==> src/rtl/knn_vote_pkg.sv <==
// knn_vote_pkg: shared widths, list depth and FSM state encoding for the k-NN vote block
package knn_vote_pkg;
  localparam int DEF_DATA_W = 32;
  localparam int DEF_LABEL_W = 8;
  localparam int DEF_K = 4;
  localparam logic [DEF_DATA_W-1:0] INVALID_DIST = '1;
  typedef enum logic [2:0] {IDLE, FETCH, DRAIN, SELECT, DONE} state_t;
endpackage

==> src/rtl/knn_vote_if.sv <==
// knn_vote_if: request, neighbour-list read port and result bundle of the vote block
interface knn_vote_if
  import knn_vote_pkg::*;
#(
  parameter int DATA_W = DEF_DATA_W,
  parameter int LABEL_W = DEF_LABEL_W,
  parameter int K = DEF_K,
  parameter int data_info = DATA_W + LABEL_W
);
  logic start;
  logic [$clog2(K)-1:0] nb_addr;
  logic nb_rd;
  logic [data_info-1:0] nb_data;
  logic busy;
  logic valid;
  logic [LABEL_W-1:0] label;
  logic [$clog2(K+1)-1:0] votes;
  logic no_vote;
  modport slave(input start, nb_data, output nb_addr, nb_rd, busy, valid, label, votes, no_vote);
  modport master(output start, nb_data, input nb_addr, nb_rd, busy, valid, label, votes, no_vote);
endinterface

==> src/rtl/knn_label_tally.sv <==
// knn_label_tally: K label slots, each counting votes; a repeat label bumps its slot, a new one takes the lowest free slot
module knn_label_tally
  import knn_vote_pkg::*;
#(
  parameter int LABEL_W = DEF_LABEL_W,
  parameter int K = DEF_K
) (
  input  logic clk,
  input  logic rst,
  input  logic clr,
  input  logic en,
  input  logic [LABEL_W-1:0] lbl,
  input  logic [$clog2(K)-1:0] rd_idx,
  output logic [LABEL_W-1:0] rd_label,
  output logic [$clog2(K+1)-1:0] rd_count
);
  localparam int AW = $clog2(K);
  localparam int VW = $clog2(K+1);
  logic [LABEL_W-1:0] labels [K];
  logic [VW-1:0] counts [K];
  logic [K-1:0] used;
  logic hit;
  logic [AW-1:0] hit_idx, free_idx;
  // find the slot already holding this label, and the lowest free slot
  always_comb begin
    hit = 1'b0;
    hit_idx = '0;
    free_idx = '0;
    for (int i = K - 1; i >= 0; i--) begin
      if (used[i] && labels[i] == lbl) begin
        hit = 1'b1;
        hit_idx = AW'(i);
      end
      if (!used[i]) free_idx = AW'(i);
    end
  end
  // bump a matching slot or allocate a fresh one with a single vote
  always_ff @(posedge clk) begin
    if (rst || clr) begin
      used <= '0;
      for (int i = 0; i < K; i++) begin
        labels[i] <= '0;
        counts[i] <= '0;
      end
    end else if (en) begin
      if (hit) counts[hit_idx] <= counts[hit_idx] + 1'b1;
      else begin
        used[free_idx] <= 1'b1;
        labels[free_idx] <= lbl;
        counts[free_idx] <= VW'(1);
      end
    end
  end
  assign rd_label = labels[rd_idx];
  assign rd_count = counts[rd_idx];
endmodule

==> src/rtl/knn_vote.sv <==
// knn_vote: reads the K-entry neighbour list, tallies labels and reports the majority class
module knn_vote
  import knn_vote_pkg::*;
#(
  parameter int DATA_W = DEF_DATA_W,
  parameter int LABEL_W = DEF_LABEL_W,
  parameter int K = DEF_K,
  parameter int data_info = DATA_W + LABEL_W
) (
  input logic clk,
  input logic rst,
  knn_vote_if.slave bus
);
  localparam int AW = $clog2(K);
  localparam int VW = $clog2(K+1);
  state_t state, nxt;
  logic [AW-1:0] cnt;
  logic last, rd_q, tally_en, take;
  logic [data_info-1:0] entry;
  logic [LABEL_W-1:0] rd_label, best_lbl, pick_lbl;
  logic [VW-1:0] rd_count, best_cnt, pick_cnt;
  assign entry = bus.nb_data;
  assign last = cnt == AW'(K - 1);
  assign tally_en = rd_q && !(&entry[data_info-1 -: DATA_W]);
  knn_label_tally #(.LABEL_W(LABEL_W), .K(K)) tally (
    .clk(clk),
    .rst(rst),
    .clr(state == IDLE && bus.start),
    .en(tally_en),
    .lbl(entry[LABEL_W-1:0]),
    .rd_idx(cnt),
    .rd_label(rd_label),
    .rd_count(rd_count)
  );
  // state register
  always_ff @(posedge clk) begin
    if (rst) state <= IDLE;
    else state <= nxt;
  end
  // next state, read strobe, status and running best-slot comparison
  always_comb begin
    nxt = (state == IDLE && bus.start) ? FETCH :
          (state == FETCH && last) ? DRAIN :
          (state == DRAIN) ? SELECT :
          (state == SELECT && last) ? DONE :
          (state == DONE) ? IDLE : state;
    bus.nb_rd = state == FETCH;
    bus.nb_addr = (state == FETCH) ? cnt : '0;
    bus.busy = state != IDLE;
    bus.valid = state == DONE;
    take = rd_count > best_cnt;
    pick_cnt = take ? rd_count : best_cnt;
    pick_lbl = take ? rd_label : best_lbl;
  end
  // phase counter, read-data qualifier, best-so-far and latched result
  always_ff @(posedge clk) begin
    if (rst) begin
      cnt <= '0;
      rd_q <= 1'b0;
      best_cnt <= '0;
      best_lbl <= '0;
      bus.label <= '0;
      bus.votes <= '0;
      bus.no_vote <= 1'b0;
    end else begin
      cnt <= (state != nxt) ? '0 : cnt + 1'b1;
      rd_q <= bus.nb_rd;
      best_cnt <= (state == SELECT) ? pick_cnt : '0;
      best_lbl <= (state == SELECT) ? pick_lbl : '0;
      if (state == SELECT && last) begin
        bus.label <= pick_lbl;
        bus.votes <= pick_cnt;
        bus.no_vote <= pick_cnt == '0;
      end
    end
  end
endmodule

==> src/flat_wrapper.sv <==
// flat-port wrapper written by rule: the top's interface ports become plain ports
module knn_vote_flat import knn_vote_pkg::*;
#(
  parameter int DATA_W = DEF_DATA_W,
  parameter int LABEL_W = DEF_LABEL_W,
  parameter int K = DEF_K,
  parameter int data_info = DATA_W + LABEL_W
)
  (clk, rst, bus_start, bus_nb_data, bus_nb_addr, bus_nb_rd, bus_busy, bus_valid, bus_label, bus_votes, bus_no_vote);
  knn_vote_if #(.DATA_W(DATA_W), .LABEL_W(LABEL_W), .K(K), .data_info(data_info)) bus_i ();
  input logic clk;
  input logic rst;
  input wire logic [$bits(bus_i.start)-1:0] bus_start;
  input wire logic [$bits(bus_i.nb_data)-1:0] bus_nb_data;
  output wire logic [$bits(bus_i.nb_addr)-1:0] bus_nb_addr;
  output wire logic [$bits(bus_i.nb_rd)-1:0] bus_nb_rd;
  output wire logic [$bits(bus_i.busy)-1:0] bus_busy;
  output wire logic [$bits(bus_i.valid)-1:0] bus_valid;
  output wire logic [$bits(bus_i.label)-1:0] bus_label;
  output wire logic [$bits(bus_i.votes)-1:0] bus_votes;
  output wire logic [$bits(bus_i.no_vote)-1:0] bus_no_vote;
  assign bus_i.start = bus_start;
  assign bus_i.nb_data = bus_nb_data;
  assign bus_nb_addr = bus_i.nb_addr;
  assign bus_nb_rd = bus_i.nb_rd;
  assign bus_busy = bus_i.busy;
  assign bus_valid = bus_i.valid;
  assign bus_label = bus_i.label;
  assign bus_votes = bus_i.votes;
  assign bus_no_vote = bus_i.no_vote;
  knn_vote #(.DATA_W(DATA_W), .LABEL_W(LABEL_W), .K(K), .data_info(data_info)) u_core (.clk(clk), .rst(rst), .bus(bus_i));
endmodule
==> config.mk <==
export PLATFORM = sky130hd
export DESIGN_NAME = knn_vote_flat
export DESIGN_NICKNAME = d
export VERILOG_FILES = /design/src/rtl/knn_vote_pkg.sv /design/src/rtl/knn_vote_if.sv /design/src/rtl/knn_label_tally.sv /design/src/rtl/knn_vote.sv /design/src/flat_wrapper.sv
export SDC_FILE = /design/constraint.sdc
export NUM_CORES = 1
export LEC_CHECK = 0
export CAP_MARGIN = 10
export CORE_MARGIN = 2
export CORE_UTILIZATION = 45
export CTS_CLUSTER_DIAMETER = 40
export DETAILED_ROUTE_END_ITERATION = 10
export PLACE_DENSITY_LB_ADDON = 0.25
export SLEW_MARGIN = 20
export SYNTH_ARGS = -nofsm -noshare
export SYNTH_HDL_FRONTEND = slang
export SYNTH_SLANG_ARGS = --single-unit
==> constraint.sdc <==
create_clock -name clk -period 5.2 [get_ports clk]
set_input_delay 0.78 -clock clk [delete_from_list [all_inputs] [get_ports clk]]
set_output_delay 0.78 -clock clk [all_outputs]
set_load 0.1 [all_outputs]
==> results.md <==
* Status: finished, final reports clean
* Worst path required time at 5.21 ns
* Kind of critical path: in -> reg
* CP max FO at 11
* Share of layout cells above drive strength 1 at 0.121
* First DRT Iteration DRCs at 90
* Post_cts resized at 0
* GRT Util Overall at 0.190
* I/O Pins at 60
* Die W at 98.3 um
* Fin area at 0.00490 sq mm
* Placer Congestion at 0.891
* Nets at 471
* Mapped Cells at 366
* Min Clock Period, post-route at 3.61 ns
* CP endpoint kind: flip-flop
* Die height at 98.3 um
* Max Cap Violations at 0
* Setup TNS at 0 ns
* DP Cell Count at 520
* Area grow syn2layout at 22.7%
* Core area at 0.00868 sq mm
* TritonCTS buffer count at 9
* Post-layout util at 0.565
* Setup violators final at 0
* M1 WL at 3830 um
* WP data arrival at 3.63 ns
* Number of synthesized flops with an enable pin at 44
* H-tree levels at 3
* Mean Syn Cell Area at 10.9 sq um
* Seq/Total Area, Yosys at 0.496
* Final Cycle Share at 0.695
* Highest Signal Layer: met4
* Mapped Area at 0.00400 sq mm
* Post-DRT Antenna Nets at 0
* Diodes inserted at 0
* Slew headroom at 0.343
* Count of standard-cell rows at 34
* Post-CTS setup buffer count at 0
* Avg Vias per Cell at 5.46
* Synth top area cells: edfxtp_1, dfxtp_1, xnor2_1, mux4_2, and2_1
* CTS root buffer: clkbuf_8
* DIE AREA at 0.00966 sq mm
* Avg WL per Cell at 16.4 um
* Distinct cells, synth at 45
* Synth Flop Type: edfxtp_1
* Cell Pwr Density at 289 mW/mm^2
* Starting Density at 0.461
* Initial antenna violation count at 0
* Hold Vio Cnt, Final at 0
* Post-synth top area share at 0.330
* Synth warn at 0
* Area after DPL at 0.00466 sq mm
* Vias at 2928
* CTS tree: built
* DRC viols at 0
* Routed wire length at 8770 um
* Largest net degree at the start of global routing at 21
* Worst setup SP type: input port
* Layout Cells excl Fill at 536
* Clock Sinks at 77
* First-pass GRT wire length at 14400 um
* First-pass iteration count of the detailed router at 4
* Peak VDD IR at 0.139 mV
* IO Port Bufs at 59
* P_leak at 1.75 nW
* Worst Max-Slew Pin Slew at 0.982 ns
* Total grt overflow at 0
* Vias in the first global route at 2851
* Fillers at 751
* Clk slew on worst S/H paths at 0.07 ns
* Final Max Tran Viols at 0
* Post-Syn Nets at 414
* Hold_buf cts at 0
* Yosys reg bits at 77
* RSZ-0062 raised after global routing: no
* Hold WC Path Type: reg -> reg
* Bufs on Longest Clock Path at 2
* Worst Skew at 0.00779 ns
* Met3 routed WL at 673 um
* Detailed placer's ending HPWL at 6660 um
* Max Clk Rate at 277 MHz
* Worst-skew pair later-pin latency at 0.35 ns
* Yosys top cell by area: edfxtp_1
* Async set-or-reset flop fraction in the synthesized netlist at 0
* Met2 wire len at 4120 um
## critical path, stage by stage
cell and delay [ns]:
clkdlybuf4s50_1 0.62, xnor2_1 0.23, nand3_1 0.11, nor3_2 0.09, nor4_2 0.66, and2_1 0.26, a21boi_1 0.48, nand2b_1 0.40
## cells in the final DEF, fill, tap and decap left out, types with 4 or more instances in the layout
| cell type | instances |
|---|---|
| mux4_2 | 11 |
| xnor2_1 | 32 |
| and2_1 | 34 |
| edfxtp_1 | 44 |
| ha_1 | 5 |
| clkdlybuf4s50_1 | 59 |
| nand2b_1 | 4 |
| nor2b_1 | 8 |
| buf_4 | 4 |
| nand4_1 | 13 |
| mux2_2 | 8 |
| nor2_1 | 35 |
| mux2i_1 | 10 |
| inv_1 | 8 |
| a21oi_1 | 9 |
| nand2_1 | 22 |
| nand3_1 | 8 |
| and2_2 | 4 |
| dfxtp_1 | 33 |
| o21ai_0 | 6 |
| nor3_1 | 18 |
| and3_1 | 7 |
| clkbuf_8 | 10 |
## cell usage after synthesis, types with 6 or more instances
| cell type | count |
|---|---|
| a21oi_1 | 9 |
| and2_1 | 34 |
| and3_1 | 7 |
| clkbuf_1 | 8 |
| dfxtp_1 | 33 |
| edfxtp_1 | 44 |
| inv_1 | 8 |
| mux2_2 | 8 |
| mux2i_1 | 10 |
| mux4_2 | 11 |
| nand2_1 | 22 |
| nand3_1 | 8 |
| nand4_1 | 13 |
| nor2_1 | 35 |
| nor2b_1 | 8 |
| nor3_1 | 18 |
| o21ai_0 | 6 |
| xnor2_1 | 32 |
## path summary, 6_finish.rpt
| kind | from | end | slack, ns | depth (start not counted) |
|---|---|---|---|---|
| worst max-delay path | bus_nb_data[6] | u_core.tally.labels[0][5]$_SDFFCE_PN0P_ | 1.59 | 8 |
| worst min-delay path | u_core.bus.no_vote$_SDFFE_PP0N_ | u_core.bus.no_vote$_SDFFE_PP0N_ | 0.47 | 2 |
| worst max register to register | u_core.cnt[0]$_SDFF_PP0_ | u_core.bus.no_vote$_SDFFE_PP0N_ | 1.76 | 8 |
| worst min register to register | u_core.bus.no_vote$_SDFFE_PP0N_ | u_core.bus.no_vote$_SDFFE_PP0N_ | 0.47 | 2 |
## sequential cells by signal, indices dropped and copies added (netlist names)
register,cells
u_core.tally.used,4
u_core.state,3
u_core.cnt,2
u_core.best_cnt,3
u_core.tally.labels,32
u_core.tally.counts,12
u_core.bus.votes,3
u_core.bus.label,8
u_core.best_lbl,8
u_core.bus.no_vote,1
u_core.rd_q,1
## kinds of logic (layout without fill, tap and decap cells)
kind of cell             Yosys count  in the layout  share of synthesized area
multiplexers                      29             29                      0.110
XOR/XNOR                          34             34                     0.0763
flip-flops                        77             77                      0.496
AO/OA/AOI/OAI                     29             29                     0.0469
adder cells (fa/ha/maj)            5              5                     0.0156
AND/OR/NAND/NOR                  167            167                      0.224
buffers and inverters             25             87                     0.0319
## power breakdown
group | internal [mW] | switching [mW] | total [mW] | leakage, nW
Clock | 0.312 | 0.213 | 0.526 | 0.119
Combinational | 0.101 | 0.0932 | 0.194 | 0.887
Sequential | 0.671 | 0.0279 | 0.699 | 0.746
## routing by layer
layer / vias up / global-route usage
li1: 1408 / -
met1: 1394 / 0.247
met2: 111 / 0.305
met3: 15 / 0.0480
met4: 0 / 0.0769
met5: - / 0
## per-stage QoR
stage	setup slack, ns	hold WS [ns]	power [mW]
floorplan	1.45	0.492	0.835
global placement	1.04	0.443	0.899
detailed placement	0.879	0.472	0.903
CTS	1.26	0.481	1.42
global route	1.25	0.506	1.47
finish	1.59	0.469	1.42
## cell type report
cell class / count / area, sq um / area share
clock buffer: 13 / 170 / 0.0347
clock inverter: 3 / 65.1 / 0.0133
inverter: 8 / 30.0 / 0.00612
multi-input combinational: 264 / 1900 / 0.388
sequential: 77 / 1980 / 0.404
tap: 108 / 135 / 0.0276
timing repair buffer: 63 / 621 / 0.127
Power figures use the tool's default switching activity.
